$ cat config.mk
export PLATFORM = sky130hd
export DESIGN_NAME = qpsk_frame_sched_flat
export DESIGN_NICKNAME = d
export VERILOG_FILES = /design/src/rtl/qpsk_frame_sched_if.sv /design/src/rtl/qpsk_frame_sched.sv /design/src/flat_wrapper.sv
export SDC_FILE = /design/constraint.sdc
export NUM_CORES = 1
export LEC_CHECK = 0
export ABC_CLOCK_PERIOD_IN_PS = 6200
export CORE_ASPECT_RATIO = 1.25
export CORE_MARGIN = 3
export CORE_UTILIZATION = 25
export CTS_BUF_LIST = sky130_fd_sc_hd__clkbuf_4 sky130_fd_sc_hd__clkbuf_8
export DETAILED_ROUTE_END_ITERATION = 12
export GPL_ROUTABILITY_DRIVEN = 0
export GPL_TIMING_DRIVEN = 0
export PLACE_DENSITY = 0.47
export SETUP_SLACK_MARGIN = 0.02
export SLEW_MARGIN = 10
export SYNTH_ARGS = -nofsm -noshare
export SYNTH_HDL_FRONTEND = slang
export SYNTH_SLANG_ARGS = --single-unit
export TNS_END_PERCENT = 5
$ cat constraint.sdc
create_clock -name clk_fs -period 6.2 [get_ports clk_fs]
set_input_delay 1.24 -clock clk_fs [delete_from_list [all_inputs] [get_ports clk_fs]]
set_output_delay 1.24 -clock clk_fs [all_outputs]
set_load 0.03 [all_outputs]
$ cat src/rtl/qpsk_frame_sched_if.sv
// qpsk_frame_sched_if
//   Control, payload-handshake and symbol-output bundle of the QPSK frame
//   scheduler.
//   master : frame requester / payload source / symbol sink (drives start, abort,
//            pn_sel, pay_data, pay_valid)
//   slave  : the scheduler itself (drives pay_ready, sym_*, frame_*, busy,
//            frame_cnt, underrun)
interface qpsk_frame_sched_if;
  logic        start;
  logic        abort;
  logic        pn_sel;
  logic [1:0]  pay_data;
  logic        pay_valid;
  logic        pay_ready;
  logic [1:0]  sym_out;
  logic        sym_stb;
  logic [1:0]  sym_type;
  logic        frame_start;
  logic        frame_end;
  logic        busy;
  logic [15:0] frame_cnt;
  logic        underrun;

  modport master (
    output start, abort, pn_sel, pay_data, pay_valid,
    input  pay_ready, sym_out, sym_stb, sym_type, frame_start, frame_end,
           busy, frame_cnt, underrun
  );

  modport slave (
    input  start, abort, pn_sel, pay_data, pay_valid,
    output pay_ready, sym_out, sym_stb, sym_type, frame_start, frame_end,
           busy, frame_cnt, underrun
  );
endinterface

$ cat src/rtl/qpsk_frame_sched.sv
// qpsk_frame_sched
//   Frame scheduler for the QPSK transmit path. Each burst is a 13-symbol
//   Barker preamble, PAYLOAD_LEN payload symbols (internal 10-bit m-sequence
//   or external stream) and GUARD_LEN guard symbols. One 2-bit symbol is
//   emitted per symbol tick; ticks come from an internal divider of clk_fs.
//
// Parameters
//   SYM_DIV     : clk_fs cycles per symbol (>=1)
//   PAYLOAD_LEN : payload symbols per frame (1..4095)
//   GUARD_LEN   : guard symbols per frame (0..255, 0 skips the guard)
//
// Ports
//   clk_fs : sole clock
//   rst    : asynchronous active-high reset
//   bus    : qpsk_frame_sched_if.slave (start/abort/pn_sel, pay_* handshake,
//            sym_out/sym_stb/sym_type, frame_start/frame_end, busy,
//            frame_cnt, underrun). All outputs are registered.
//
// Build option
//   QPSK_FRAME_CONTINUOUS_EN : when defined, frames repeat back-to-back with
//   evenly spaced strobes until abort or rst. Undefined (default): the FSM
//   returns to IDLE after each frame and waits for start.
module qpsk_frame_sched #(
  parameter int SYM_DIV     = 2,
  parameter int PAYLOAD_LEN = 1024,
  parameter int GUARD_LEN   = 8
) (
  input  logic                 clk_fs,
  input  logic                 rst,
  qpsk_frame_sched_if.slave    bus
);

  localparam int                DIV_W      = (SYM_DIV > 1) ? $clog2(SYM_DIV) : 1;
  localparam logic [DIV_W-1:0]  DIV_LAST   = DIV_W'(SYM_DIV - 1);
  localparam logic [11:0]       PRE_LAST   = 12'd12;
  localparam logic [11:0]       PAY_LAST   = 12'(PAYLOAD_LEN - 1);
  localparam logic [11:0]       GUARD_LAST = 12'(GUARD_LEN - 1);
  localparam logic [9:0]        LFSR_SEED  = 10'b0000000001;

  typedef enum logic [1:0] {IDLE, PRE, PAY, GUARD} state_t;

  // Barker-13 (+ + + + + - - + + - + - +), +1 -> 11, -1 -> 01
  function automatic logic [1:0] barker_sym(input logic [3:0] idx);
    logic [1:0] s;
    case (idx)
      4'd5, 4'd6, 4'd9, 4'd11: s = 2'b01;
      default:                 s = 2'b11;
    endcase
    return s;
  endfunction

  function automatic logic [9:0] lfsr_step(input logic [9:0] l);
    return {l[7] ^ l[0], l[9:1]};
  endfunction

  state_t             state, state_n;
  logic [DIV_W-1:0]   div_q, div_n;
  logic [11:0]        cnt_q, cnt_n;
  logic [9:0]         lfsr_q, lfsr_n;
  logic               pn_q, pn_n;
  logic               tick_p0;
  logic               frame_done;

  logic [1:0]         sym_n;
  logic [1:0]         type_n;
  logic               stb_n, fs_n, fe_n, busy_n, rdy_n, und_n;
  logic [15:0]        fcnt_n;

  always_ff @(posedge clk_fs or posedge rst) begin
    if (rst) state <= IDLE;
    else     state <= state_n;
  end

  always_comb begin
    state_n    = state;
    div_n      = div_q;
    cnt_n      = cnt_q;
    lfsr_n     = lfsr_q;
    pn_n       = pn_q;
    und_n      = bus.underrun;
    fcnt_n     = bus.frame_cnt;
    sym_n      = bus.sym_out;
    type_n     = bus.sym_type;
    stb_n      = 1'b0;
    fs_n       = 1'b0;
    fe_n       = 1'b0;
    frame_done = 1'b0;
    tick_p0    = (state != IDLE) && (div_q == '0);

    if (bus.abort) begin
      // Abort beats everything, including a tick or a start in IDLE.
      state_n = IDLE;
      sym_n   = 2'b00;
      type_n  = 2'd0;
    end else if (state == IDLE) begin
      sym_n  = 2'b00;
      type_n = 2'd0;
      if (bus.start) begin
        state_n = PRE;
        div_n   = '0;
        cnt_n   = '0;
        lfsr_n  = LFSR_SEED;
        pn_n    = bus.pn_sel;
        if (!bus.pn_sel) und_n = 1'b0;
      end
    end else begin
      div_n = (div_q == DIV_LAST) ? '0 : div_q + 1'b1;
      if (tick_p0) begin
        stb_n = 1'b1;
        cnt_n = cnt_q + 12'd1;
        case (state)
          PRE: begin
            sym_n  = barker_sym(cnt_q[3:0]);
            type_n = 2'd1;
            fs_n   = (cnt_q == '0);
            if (cnt_q == PRE_LAST) begin
              cnt_n   = '0;
              state_n = PAY;
            end
          end
          PAY: begin
            type_n = 2'd2;
            if (pn_q) begin
              sym_n  = {lfsr_q[0], 1'b1};
              lfsr_n = lfsr_step(lfsr_q);
            end else if (bus.pay_valid) begin
              sym_n = bus.pay_data;
            end else begin
              // Missing external symbol: slot still consumed, frame not stretched.
              sym_n = 2'b00;
              und_n = 1'b1;
            end
            if (cnt_q == PAY_LAST) begin
              cnt_n = '0;
              if (GUARD_LEN == 0) frame_done = 1'b1;
              else                state_n    = GUARD;
            end
          end
          GUARD: begin
            type_n = 2'd3;
            sym_n  = 2'b00;
            if (cnt_q == GUARD_LAST) frame_done = 1'b1;
          end
          default: ;
        endcase

        if (frame_done) begin
          fe_n   = 1'b1;
          fcnt_n = bus.frame_cnt + 16'd1;
          cnt_n  = '0;
`ifdef QPSK_FRAME_CONTINUOUS_EN
          // Behaves like a start accepted on this cycle, except the divider
          // keeps running so the symbol spacing is unbroken.
          state_n = PRE;
          lfsr_n  = LFSR_SEED;
          pn_n    = bus.pn_sel;
          if (!bus.pn_sel) und_n = 1'b0;
`else
          state_n = IDLE;
`endif
        end
      end
    end

    // busy rises together with the first strobe, one cycle after acceptance.
    busy_n = (state != IDLE) && (state_n != IDLE);
    // pay_ready is registered, so it is predicted one cycle ahead of the
    // payload tick on which the external symbol is taken.
    rdy_n  = (state_n == PAY) && !pn_n && (div_n == '0);
  end

  // Stage p1: registered datapath and outputs
  always_ff @(posedge clk_fs or posedge rst) begin
    if (rst) begin
      div_q           <= '0;
      cnt_q           <= '0;
      lfsr_q          <= LFSR_SEED;
      pn_q            <= 1'b0;
      bus.sym_out     <= 2'b00;
      bus.sym_stb     <= 1'b0;
      bus.sym_type    <= 2'd0;
      bus.pay_ready   <= 1'b0;
      bus.frame_start <= 1'b0;
      bus.frame_end   <= 1'b0;
      bus.busy        <= 1'b0;
      bus.frame_cnt   <= 16'd0;
      bus.underrun    <= 1'b0;
    end else begin
      div_q           <= div_n;
      cnt_q           <= cnt_n;
      lfsr_q          <= lfsr_n;
      pn_q            <= pn_n;
      bus.sym_out     <= sym_n;
      bus.sym_stb     <= stb_n;
      bus.sym_type    <= type_n;
      bus.pay_ready   <= rdy_n;
      bus.frame_start <= fs_n;
      bus.frame_end   <= fe_n;
      bus.busy        <= busy_n;
      bus.frame_cnt   <= fcnt_n;
      bus.underrun    <= und_n;
    end
  end

endmodule

$ cat src/flat_wrapper.sv
// flat-port wrapper written by rule: the top's interface ports become plain ports
module qpsk_frame_sched_flat 
#(
  parameter int SYM_DIV     = 2,
  parameter int PAYLOAD_LEN = 1024,
  parameter int GUARD_LEN   = 8
)
  (clk_fs, rst, bus_start, bus_abort, bus_pn_sel, bus_pay_data, bus_pay_valid, bus_pay_ready, bus_sym_out, bus_sym_stb, bus_sym_type, bus_frame_start, bus_frame_end, bus_busy, bus_frame_cnt, bus_underrun);
  qpsk_frame_sched_if bus_i ();
  input  logic clk_fs;
  input  logic rst;
  input wire logic [$bits(bus_i.start)-1:0] bus_start;
  input wire logic [$bits(bus_i.abort)-1:0] bus_abort;
  input wire logic [$bits(bus_i.pn_sel)-1:0] bus_pn_sel;
  input wire logic [$bits(bus_i.pay_data)-1:0] bus_pay_data;
  input wire logic [$bits(bus_i.pay_valid)-1:0] bus_pay_valid;
  output wire logic [$bits(bus_i.pay_ready)-1:0] bus_pay_ready;
  output wire logic [$bits(bus_i.sym_out)-1:0] bus_sym_out;
  output wire logic [$bits(bus_i.sym_stb)-1:0] bus_sym_stb;
  output wire logic [$bits(bus_i.sym_type)-1:0] bus_sym_type;
  output wire logic [$bits(bus_i.frame_start)-1:0] bus_frame_start;
  output wire logic [$bits(bus_i.frame_end)-1:0] bus_frame_end;
  output wire logic [$bits(bus_i.busy)-1:0] bus_busy;
  output wire logic [$bits(bus_i.frame_cnt)-1:0] bus_frame_cnt;
  output wire logic [$bits(bus_i.underrun)-1:0] bus_underrun;
  assign bus_i.start = bus_start;
  assign bus_i.abort = bus_abort;
  assign bus_i.pn_sel = bus_pn_sel;
  assign bus_i.pay_data = bus_pay_data;
  assign bus_i.pay_valid = bus_pay_valid;
  assign bus_pay_ready = bus_i.pay_ready;
  assign bus_sym_out = bus_i.sym_out;
  assign bus_sym_stb = bus_i.sym_stb;
  assign bus_sym_type = bus_i.sym_type;
  assign bus_frame_start = bus_i.frame_start;
  assign bus_frame_end = bus_i.frame_end;
  assign bus_busy = bus_i.busy;
  assign bus_frame_cnt = bus_i.frame_cnt;
  assign bus_underrun = bus_i.underrun;
  qpsk_frame_sched #(.SYM_DIV(SYM_DIV), .PAYLOAD_LEN(PAYLOAD_LEN), .GUARD_LEN(GUARD_LEN)) u_core (.clk_fs(clk_fs), .rst(rst), .bus(bus_i));
endmodule
==> summary.md, run 1 <==
## Floorplan
* 34 — I/O pin count
* 12,080 sq um — die outline area
* 10,310 sq um — area inside the core boundary
* 122.1 um — Die H
* 98.89 um — die boundary width
* 41 — number of core rows
* 26.15% — starting utilization of the core area

## Finish
* 343 — final layout net count
* 0 — number of antenna diodes
* 31.94% — Post-Route Utilization
* 1,078 — FILL cells
* 51 x dfrtp_1, 37 x nand2_1, 32 x clkdlybuf4s50_1 — commonest non-fill, non-tap cells in the layout
* 22.13% — area grow syn2layout
* dfrtp_1 — most common cell after layout, fill and taps aside
* 7.055% — share of layout cells above drive strength 1

## Power
* 0.001453 uW — leakage dissipation
* 35.89% — switching part of the total
* 47.1% — Sequential Power Share
* 301.8 uW — switching power summed over all nets
* 0.1590 mV — VDD IR max
* 539.1 uW — Int Power
* 840.8 uW — final total power
* 24.6% — share of total power in the clock network
* 255.3 nW/um^2 — areal power density over the cells
* 28.4% — proportion of power drawn by combinational gates

## Clocking
* 0.32 ns — Skew-Pair Late Insertion Delay
* 2 — maximum level of the CTS H-tree
* 0.11 ns — Reg clk slew, reported paths
* 0 — post-CTS setup repair buffer count
* 0 — Post-CTS Hold Fix Bufs
* clkbuf_8 — master cell of the clock root buffer
* 2 — clk buf depth
* 0 — post-cts sizing count
* 52 — number of sinks on the clock net
* yes — CTS tree
* 5 — number of buffers added by the clock tree synthesis step

## GRT
* 31 — pin count of the biggest net entering global routing
* 10,370 um — wire length of the first global-routing pass
* 13.57% — global-route met1 utilization
* 2,139 — number of global-route vias before repair
* 0 — number of antenna violations at the first check in global routing
* 10.47% — GRT Util Overall
* 17.61% — met2 Resource Use GR
* met2 — busiest metal layer after global routing
* 0 — overall overflow remaining after global route
* 2.291% — met3 usage in global routing

## Min path
* flop to flop — class of the worst hold path
* u_core.bus.frame_cnt[15] — startpoint of the tightest hold check path

## Timing
* 0 — number of hold violations in the final report
* 49.73% — final clock period utilization by the worst path
* 37.45% — remaining max-slew budget at the tightest pin
* 3.083 ns — Min Clock Period, post-route
* 0.9311 ns — Worst Tran Pin Value
* 0.4730 ns — worst hold slack
* 324.3 MHz — maximum achievable frequency
* false — setup repair after global routing missed its margin
* 0 — total setup violations reported at the end of the flow
* 0 — final max-slew violation count
* 0.008852 ns — Layout Skew
* 0 ns — sum of negative setup slack

## Worst setup path
* input port — startpoint type of the worst setup path
* 3.52 ns — minimum setup slack among reg-to-reg paths
* 3.35 ns — arrival time of data at the critical path endpoint
* flop — category of the worst setup path capture point
* input port to flop — startpoint-to-endpoint class of the critical path
* 6.46 ns — required time of the worst setup path
* u_core.state[1] — start of the worst register-to-register path
* bus_start — start point of the critical path
* 10 — Crit Path Max Fanout

## Synth
* 100.0% — share of synthesized registers carrying an async set or reset
* 2696 sq um — combined area of all synthesized cells
* 45 — count of unique library cells instantiated by Yosys
* 303 — syn_nets
* 0 — Synth warnings
* dfrtp_1 — dominant synthesized flop cell
* 52 — total of flip-flops plus latches after synthesis
* 9.461 sq um — Avg Inst Size Synth
* 285 — synthesized instance count
* 48.31% — portion of the post-synthesis area used by sequential elements
* 0 — Post-synth EDFFs

## Detailed routing
* 93 — first-iteration detailed-routing DRC count
* 6085 um — Detailed Route WL
* 2,114 — overall via count from detail_route
* 0 — remaining antenna violation count after routing
* 4.646 — average vias per placed instance
* 0 — detailed-route DRC error count
* 13.37 um — final routed wire length divided by cell count
* 4 — Pre-antenna DRT Iters

## Run
* 0 — number of maximum-capacitance constraint violations

## Placed design
* 32 — buffers added on ports
* 4433 um — detailed placer's ending HPWL

## Run status
* complete, no violations — outcome

## final cells by class
cell class | count | area [sq um] | share of cell area (%)
buffer | 9 | 38.79 | 1.178
clock buffer | 5 | 68.82 | 2.090
clock inverter | 3 | 26.28 | 0.7979
inverter | 18 | 67.56 | 2.052
multi-input combinational | 206 | 1287 | 39.10
sequential | 52 | 1303 | 39.55
tap | 129 | 161.4 | 4.901
timing repair buffer | 33 | 340.3 | 10.33
## critical path, stage by stage
cell	delay [ns]
clkdlybuf4s50_1	0.50
nor2b_1	0.09
or3_1	0.41
clkbuf_1	0.29
nor2_1	0.54
o21ai_0	0.17
nand2_1	0.10
## power groups by stage
stage | logic, uW | registers (uW) | clock network (uW)
after floorplan | 152 | 415 | 0
after global placement | 238 | 403 | 0
after detailed placement | 243 | 402 | 0
after CTS | 243 | 396 | 221
after global routing | 273 | 400 | 230
final | 238 | 396 | 207
## per-stage QoR
step	std cells	cell area (sq um)	setup WS, ns
after detailed placement	447	3198	2.784
final	455	3293	3.117
after CTS	455	3293	3.116
after floorplan	285	2696	3.537
after global placement	446	3178	2.604
after global routing	455	3293	2.947
## logic make-up (layout without fill, tap and decap cells)
group	after synthesis	after routing	share of synthesized area [%]
AND/OR/NAND/NOR	136	136	25.71
flip-flops	52	52	48.31
AO/OA/AOI/OAI	30	30	7.286
buffers and inverters	27	68	3.944
XOR/XNOR	24	24	7.796
adder cells (fa/ha/maj)	10	10	4.640
multiplexers	6	6	2.320
## synthesized netlist by cell type (all sizes together) (3+ instances only)
library cell	n	area (sq um)
dfrtp	51	1276
nand2	37	138.9
nor2	28	107.6
nand3	24	120.1
inv	18	67.56
xnor2	16	140.1
nor4	13	96.34
ha	10	125.1
o21ai	9	45.04
a21oi	8	40.04
nor3	8	45.04
xor2	8	70.07
clkbuf	7	26.28
nand4	6	37.54
mux2i	4	40.04
and3	3	18.77
or4	3	30.03
## worst paths after layout
check                      cells after the start                        to
max in group asynchronous                      3           u_core.cnt_q[4]
max                                            7          u_core.lfsr_q[0]
max reg2reg                                    9          u_core.lfsr_q[0]
min                                            1  u_core.bus.frame_cnt[15]
min reg2reg                                    1  u_core.bus.frame_cnt[15]
min in group asynchronous                      2              u_core.div_q
## metal layers
metal | vias to the layer above | routed length (um)
li1 | 1064 | -
met1 | 1014 | 2862
met2 | 31 | 2962
met3 | 5 | 189
met4 | 0 | 71
met5 | - | 0
## registers in the layout (all words and copies together), names as in the netlist, 2 cells and up
signal / flops
u_core.state: 2
u_core.cnt_q: 12
u_core.lfsr_q: 10
u_core.bus.sym_type: 2
u_core.bus.sym_out: 2
u_core.bus.frame_cnt: 16
Power figures use the tool's default switching activity.
==> run 2: changes to the inputs <==
ABC_CLOCK_PERIOD_IN_PS = 2700   (was 6200)
PLACE_DENSITY = 0.49   (was 0.47)
clock period = 2.7 ns   (was 6.2 ns; I/O delays follow)
==> summary.md, run 2 (same netlist as run 1, synthesis figures left out) <==
## Finish
* 7.975% — share of layout cells above drive strength 1, +0.92 points
* 22.64% — area grow syn2layout
* 0 — number of antenna diodes, unchanged
* 32.07% — Post-Route Utilization, +0.13 points
* u_core.bus.frame_cnt — register ranked first by flip-flop count
* 1,078 — FILL cells, unchanged
* 1300 sq um — multi-input logic area, +0.97%
* dfrtp_1 — most common cell after layout, fill and taps aside
* 51 x dfrtp_1, 37 x nand2_1, 32 x clkdlybuf4s50_1 — commonest non-fill, non-tap cells in the layout
* 3307 sq um — cell area after layout, +0.42%
* 16 — number of flip-flops under the largest register name, unchanged
* 1303 sq um — register cell area after layout, unchanged
* u_core.bus.frame_cnt x16, u_core.cnt_q x12, u_core.lfsr_q x10 — Regs by FF count
* 455 — Final Non-Filler Cells, unchanged
* 343 — final layout net count, unchanged

## Detailed routing
* 0 — detailed-route DRC error count, unchanged
* 4.613 — average vias per placed instance, -0.71%
* 2,099 — overall via count from detail_route, -0.71%
* 81 — first-iteration detailed-routing DRC count, -13%
* 6039 um — Detailed Route WL, -0.76%
* 4 — Pre-antenna DRT Iters, unchanged
* 13.27 um — final routed wire length divided by cell count, -0.76%
* 0 — remaining antenna violation count after routing, unchanged

## Placed design
* 32 — buffers added on ports, unchanged
* 4456 um — detailed placer's ending HPWL, +0.51%
* 3198 sq um — placed inst area, unchanged
* 447 — DP Cell Count, unchanged
* 0.004539 ns — Place WS, -2.779 ns

## Floorplan
* 98.89 um — die boundary width, unchanged
* 12,080 sq um — die outline area, unchanged
* 26.15% — starting utilization of the core area, unchanged
* 122.1 um — Die H, unchanged
* 41 — number of core rows, unchanged
* 10,310 sq um — area inside the core boundary, unchanged
* 34 — I/O pin count, unchanged

## Power
* 0.2471 mV — VDD IR max, +55%
* 584.6 nW/um^2 — areal power density over the cells, +130%
* 0.001457 uW — leakage dissipation, +0.28%
* 1933 uW — final total power, +130%

## Worst setup path
* flop — startpoint type of the worst setup path
* 3 — sum of buffers and inverters on the critical path, +1
* dfrtp_1 — cell at the slowest stage of the critical path
* 2.95 ns — required time of the worst setup path, -3.51 ns
* 10 — Crit Path Max Fanout, unchanged
* 2.66 ns — arrival time of data at the critical path endpoint, -0.69 ns
* u_core.state[1] — start of the worst register-to-register path
* simple AND/OR/NAND/NOR gates — Top delay family on crit path
* 0.46 ns — Worst path max stage delay, -0.08 ns
* flop to flop — startpoint-to-endpoint class of the critical path
* inv_1 -> ha_1 -> buf_2 -> or3_1 -> inv_1 -> nand4_1 -> nor4_1 -> xor2_1 — worst-path cell chain
* u_core.state[1] — start point of the critical path
* inv_1 — cell repeated most along the worst path
* flop — category of the worst setup path capture point

## Timing
* 2.414 ns — Min Clock Period, post-route
* 0 — total setup violations reported at the end of the flow, unchanged
* 89.41% — final clock period utilization by the worst path
* 0 — final max-slew violation count, unchanged
* 0.8360 ns — Worst Tran Pin Value, -0.09510 ns
* 0.2860 ns — final setup margin, -2.831 ns
* 0.01574 ns — Layout Skew, +0.006884 ns
* 43.89% — remaining max-slew budget at the tightest pin, +6.4 points
* 414.2 MHz — maximum achievable frequency
* 0 — number of hold violations in the final report, unchanged
* false — setup repair after global routing missed its margin

## GRT
* 13.21% — global-route met1 utilization, -0.35 points
* 0 — number of antenna violations at the first check in global routing, unchanged
* 17.48% — met2 Resource Use GR, -0.13 points
* 10,190 um — wire length of the first global-routing pass, -1.7%
* 29 — pin count of the biggest net entering global routing, -6.5%
* 2,067 — number of global-route vias before repair, -3.4%
* met2 — busiest metal layer after global routing
* 2.176% — met3 usage in global routing, -0.11 points
* 10.25% — GRT Util Overall, -0.22 points
* 0 — overall overflow remaining after global route, unchanged

## Clocking
* 0.31 ns — Skew-Pair Late Insertion Delay, about the same
* 0.11 ns — Reg clk slew, reported paths, about the same
* 0 — Post-CTS Hold Fix Bufs, unchanged
* 0 — post-CTS setup repair buffer count, unchanged
* yes — CTS tree
* 2 — clk buf depth, unchanged
* 52 — number of sinks on the clock net, unchanged
* 2 — maximum level of the CTS H-tree, unchanged
* 5 — number of buffers added by the clock tree synthesis step, unchanged
* clkbuf_8 — master cell of the clock root buffer
* 0 — post-cts sizing count, unchanged

## Min path
* flop to flop — class of the worst hold path
* u_core.bus.frame_cnt[15] — startpoint of the tightest hold check path

## Run status
* complete, no violations — outcome

## Run
* 0 — number of maximum-capacitance constraint violations, unchanged

## run 2: cell types whose count changed in the layout (fill, tap and decap cells not counted)
cell | before | now
clkbuf_1 | 7 | 6
nor3_2 | 1 | 2
nor2_1 | 27 | 26
clkbuf_2 | 0 | 1
nor2_4 | 0 | 1
nor3_1 | 7 | 6
## run 2: layer usage
metal | vias up | wire length [um]
li1 | 1061 | -
met1 | 999 | 2763
met2 | 33 | 2987
met3 | 6 | 221
met4 | 0 | 65
met5 | - | 0
## run 2: final timing paths
path,cells after the start,slack [ns],end
setup / recovery,8,0.29,u_core.bus.frame_cnt[12]
hold / removal,1,0.47,u_core.bus.frame_cnt[15]
setup reg to reg,8,0.29,u_core.bus.frame_cnt[12]
hold reg to reg,1,0.47,u_core.bus.frame_cnt[15]
max in group asynchronous,3,1.54,u_core.cnt_q[4]
min in group asynchronous,2,0.60,u_core.bus.busy
## run 2: cell type report
class                           count  share of cell area [%]
Sequential cell                    52                   39.39
Multi-Input combinational cell    206                   39.31
Timing Repair Buffer               33                   10.29
Tap cell                          129                   4.881
Clock buffer                        5                   2.081
Inverter                           18                   2.043
Buffer                              9                   1.211
Clock inverter                      3                  0.7946
## run 2: through the flow
step                      TNS [ns]  hold slack [ns]
final                            0           0.4733
after global routing             0           0.4958
after CTS                        0           0.4754
after detailed placement         0           0.4510
after global placement      -8.895           0.4479
after floorplan                  0           0.4334
## run 2: where the power goes
part           internal [uW]  total, uW  switching [uW]
Clock                    189        468             279
Sequential               855        908            53.1
Combinational            198        557             359
Total                   1240       1930             691
## run 2: worst register-to-register path, stage by stage (launching register included)
cell and delay (ns):
dfrtp_1 0.46, inv_1 0.09, ha_1 0.19, buf_2 0.18, or3_1 0.39, inv_1 0.21
nand4_1 0.31, nor4_1 0.35, xor2_1 0.17
